==> src/rtl/multiplicador_seq.sv <==
// rtl/multiplicador_seq.sv - 8x8 sequential shift-add multiplier, unsigned or signed
// Magnitudes are multiplied unsigned; the sign is applied once at the end through the shared adder.

module somador16x16 (
   input  logic [15:0] i_a,
   input  logic [15:0] i_b,
   input  logic        i_cin,
   output logic [15:0] o_s,
   output logic        o_cout
);

   assign {o_cout, o_s} = {1'b0, i_a} + {1'b0, i_b} + {16'd0, i_cin};

endmodule

module multiplicador_seq (
   input  logic        clk,
   input  logic        rst_n,
   input  logic        start,
   input  logic        modo,
   input  logic [7:0]  A,
   input  logic [7:0]  B,
   output logic [15:0] P,
   output logic        busy,
   output logic        done
);

   localparam logic [1:0] IDLE  = 2'd0;
   localparam logic [1:0] CALC  = 2'd1;
   localparam logic [1:0] SINAL = 2'd2;
   localparam logic [1:0] FIM   = 2'd3;

   logic [1:0]  r_state;
   logic [15:0] r_mcand;
   logic [7:0]  r_mplier;
   logic [15:0] r_acc;
   logic [2:0]  r_cnt;
   logic        r_neg;
   logic [15:0] r_p;
   logic        r_busy;
   logic        r_done;

   logic [7:0]  w_mag_a;
   logic [7:0]  w_mag_b;
   logic        w_sinal;
   logic [15:0] w_add_a;
   logic [15:0] w_add_b;
   logic [15:0] w_sum;
   logic        w_cout;

   // 0x80 in signed mode yields 0x80, i.e. 128 read as unsigned
   assign w_mag_a = (modo & A[7]) ? (~A + 8'd1) : A;
   assign w_mag_b = (modo & B[7]) ? (~B + 8'd1) : B;

   // One adder: acc+mcand while calculating, ~acc+0+1 for the two's-complement fix-up
   assign w_sinal = (r_state == SINAL);
   assign w_add_a = w_sinal ? ~r_acc : r_acc;
   assign w_add_b = w_sinal ? 16'd0  : r_mcand;

   somador16x16 u_somador (
      .i_a    (w_add_a),
      .i_b    (w_add_b),
      .i_cin  (w_sinal),
      .o_s    (w_sum),
      .o_cout (w_cout)
   );

   always_ff @(posedge clk or negedge rst_n) begin
      if (!rst_n) begin
         r_state  <= IDLE;
         r_mcand  <= 16'd0;
         r_mplier <= 8'd0;
         r_acc    <= 16'd0;
         r_cnt    <= 3'd0;
         r_neg    <= 1'b0;
         r_p      <= 16'd0;
         r_busy   <= 1'b0;
         r_done   <= 1'b0;
      end else begin
         case (r_state)
            IDLE: begin
               if (start) begin
                  r_mcand  <= {8'd0, w_mag_a};
                  r_mplier <= w_mag_b;
                  r_neg    <= modo & (A[7] ^ B[7]);
                  r_acc    <= 16'd0;
                  r_cnt    <= 3'd0;
                  r_busy   <= 1'b1;
                  r_state  <= CALC;
               end
            end
            CALC: begin
               if (r_mplier[0]) begin
                  r_acc <= w_sum;
               end
               r_mcand  <= r_mcand << 1;
               r_mplier <= r_mplier >> 1;
               r_cnt    <= r_cnt + 3'd1;
               if (r_cnt == 3'd7) begin
                  r_state <= SINAL;
               end
            end
            SINAL: begin
               r_p     <= r_neg ? w_sum : r_acc;
               r_done  <= 1'b1;
               r_state <= FIM;
            end
            default: begin
               r_done  <= 1'b0;
               r_busy  <= 1'b0;
               r_state <= IDLE;
            end
         endcase
      end
   end

   // Partial sums never exceed the final magnitude product, so no carry can occur here
   always_ff @(posedge clk) begin
      if (rst_n && r_state == CALC) begin
         assert (!w_cout);
      end
   end

   assign P    = r_p;
   assign busy = r_busy;
   assign done = r_done;

endmodule

==> config.mk <==
export PLATFORM = sky130hd
export DESIGN_NAME = multiplicador_seq
export DESIGN_NICKNAME = d
export VERILOG_FILES = /design/src/rtl/multiplicador_seq.sv
export SDC_FILE = /design/constraint.sdc
export NUM_CORES = 1
export LEC_CHECK = 0
export CAP_MARGIN = 5
export CORE_UTILIZATION = 40
export CTS_CLUSTER_SIZE = 16
export DETAILED_ROUTE_END_ITERATION = 10
export GPL_TIMING_DRIVEN = 1
export PLACE_DENSITY = 0.67
export REMOVE_ABC_BUFFERS = 1
export SLEW_MARGIN = 20
export SYNTH_ARGS = -nofsm -noshare
export SYNTH_HDL_FRONTEND = slang
export SYNTH_SLANG_ARGS = --single-unit
==> constraint.sdc <==
create_clock -name clk -period 8.49 [get_ports clk]
set_input_delay 1.2735 -clock clk [delete_from_list [all_inputs] [get_ports clk]]
set_output_delay 1.2735 -clock clk [all_outputs]
set_load 0.1 [all_outputs]
==> metrics.md <==
| Metric | Value |
|---|---|
| Synth Register Bits | `64` |
| CTS Buffer Depth | `2` |
| Post-synth EDFFs | `0` |
| Commonest cells in the netlist | `dfrtp_1, nand2_1, o21ai_0, a21oi_1, nor2_1` |
| CP Class | `reg2reg` |
| RSZ-0062 raised after global routing | `no` |
| Final hold slack | `0.483 ns` |
| Worst skew pair latency | `0.35 ns` |
| CP Capture Type | `flop` |
| Worst-margin pin slew | `1.01 ns` |
| Inserted Diodes | `0` |
| Hpwl dp | `6320 um` |
| Post-CTS Resized | `0` |
| GP Congestion | `0.853` |
| Netlist Area Pre-Place | `4230 um2` |
| Global-route usage over all layers | `18.4%` |
| DRC violation count after routing | `0` |
| Top cell type by total area after synthesis | `dfrtp_1` |
| Violation count after the first detailed-route iteration | `218` |
| Global-route wire length before repair | `16200 um` |
| Area fraction of the dominant cell type after synthesis | `37.9%` |
| Core Area | `10300 um2` |
| Cell count after synthesis | `473` |
| Crit Path Max Fanout | `74` |
| FF-to-FF Start | `r_state[0]` |
| FILL cells | `1037` |
| Final number of max-transition violations | `0` |
| Reg clk slew, reported paths | `0.07 ns` |
| Top-count cell post-synth | `dfrtp_1` |
| Slew headroom | `32.5%` |
| Synthesized area per cell | `8.93 um2` |
| Req. time, crit path | `8.72 ns` |
| Layout cell share with drive strength beyond 1 | `7.91%` |
| Via count | `3409` |
| Final Hold Vio Count | `0` |
| IO Pins | `38` |
| Vias per cell | `5.31` |
| Sink Count | `64` |
| Ys async rst share | `100%` |
| Initial antenna violation count | `0` |
| Fin crit period | `3.59 ns` |
| Vias in the first global route | `3387` |
| Cts bufs inserted | `9` |
| Max-cap violations | `0` |
| Launching element type of the critical path | `flop` |
| Fin crit share | `42.3%` |
| Critical path origin | `r_state[0]` |
| Rows | `37` |
| Hold Buf Count CTS | `0` |
| Area delta synth->final | `15.3%` |
| Fmax | `0.278 GHz` |
| Final Setup Violations | `0` |
| Port buffer count | `37` |
| Hold Crit Start | `P[2]` |
| Nets | `545` |
| Warnings from Yosys | `0` |
| Layout Skew | `0.00626 ns` |
| Largest net degree at the start of global routing | `75` |
| CTS H-Tree Depth | `3` |
| DRT antenna net count | `0` |
| Wirelength per Cell | `14.3 um` |
| TNS Setup | `0 ns` |
| Root Buffer | `clkbuf_8` |
| Post-synthesis sequential area ratio | `37.9%` |
| WP data arrival | `3.82 ns` |
| Unique cell type count in the Yosys netlist | `53` |
| Ys flop type | `dfrtp_1` |
| Starting Density | `41.1%` |
| Routed WL | `9170 um` |
| Die area | `11000 um2` |
| Setup bufs post-CTS | `0` |
| Top cells by area, synth | `dfrtp_1, ha_1, xor2_1` |
| Router iterations before antenna repair | `4` |
| Hold WC Path Type | `reg2reg` |
| CTS tree | `done` |
| Grt ovf | `0` |
| Die Wd | `105 um` |
| Status | `complete, no violations` |
| Die height | `105 um` |
through the flow:
stage                     instance area (um2)  utilization [%]  std cells  worst slack, ns
after floorplan                          4090                -        448             4.34
after detailed placement                 4670             45.4        626             4.94
after global placement                   4670             45.4        626             5.00
after global routing                     4870             47.4        642             4.66
after CTS                                4870             47.4        642             4.89
final                                    4870             47.4        642             4.90
sequential cells by signal (all words and copies together) (netlist names):
name	flops
r_cnt	3
r_mcand	16
r_state	2
r_acc	16
r_mplier	8
busy	1
r_neg	1
P	16
done	1
path summary, 6_finish.rpt:
check | cells after the start | to | slack, ns
setup / recovery | 11 | P[14] | 4.90
min in group asynchronous | 2 | r_cnt[2] | 1.10
hold reg to reg | 1 | P[2] | 0.48
setup reg to reg | 11 | P[14] | 4.90
hold / removal | 1 | P[2] | 0.48
max in group asynchronous | 2 | r_neg | 6.82
worst max-delay path, cell delays in order (launching register included):
cell	delay (ns)
dfrtp_1	0.41
inv_1	0.13
ha_2	0.17
buf_4	0.61
mux2_2	0.42
fa_1	0.40
nor2b_1	0.18
o2111ai_1	0.20
a21oi_1	0.29
o211ai_2	0.15
and3_1	0.17
or3_1	0.33
cell type report:
class	count	area [um2]	share of cell area [%]
clock buffer	14	163	3.34
clock inverter	2	37.5	0.771
inverter	19	71.3	1.46
multi-input combinational	365	2420	49.7
sequential	64	1600	32.9
tap	136	170	3.49
timing repair buffer	42	403	8.27
layout by cell type (no fill, tap or decap), types with 5 or more instances in the layout:
cell type,instances
mux2i_1,5
xor2_1,23
or3_1,12
nand3_1,13
nor3_1,6
xnor2_1,12
a22o_1,12
a21o_1,6
ha_1,22
nand2_1,52
clkbuf_8,11
a21oi_1,37
a31oi_1,7
dfrtp_1,63
clkdlybuf4s50_1,36
nor2b_1,23
o22ai_1,5
inv_1,19
mux2_2,7
o21ai_0,39
buf_4,5
nor2_1,29
per-layer routing:
layer,vias up,share of wire [%],wire length [um],global-route usage [%]
met5,-,0,0,0
met4,0,1.0,92,6.44
met3,10,3.4,309,4.12
met2,68,49,4480,30.8
met1,1611,47,4280,23.3
li1,1720,-,-,-
cells by family (layout without fill, tap and decap cells):
logic type	Yosys count	after routing	share of synthesized area, %
DFF	64	64	37.9
muxes	12	12	3.05
AOI/OAI and AO/OA	140	140	21.6
buffers and inverters	44	77	4.92
and+or+nand+nor	154	154	18.0
adders and majority gates	24	24	7.28
xor gates and xnor gates	35	35	7.25
Power is not shown: default switching activity piles up to over one toggle a cycle in this logic, so the estimate is an artifact.
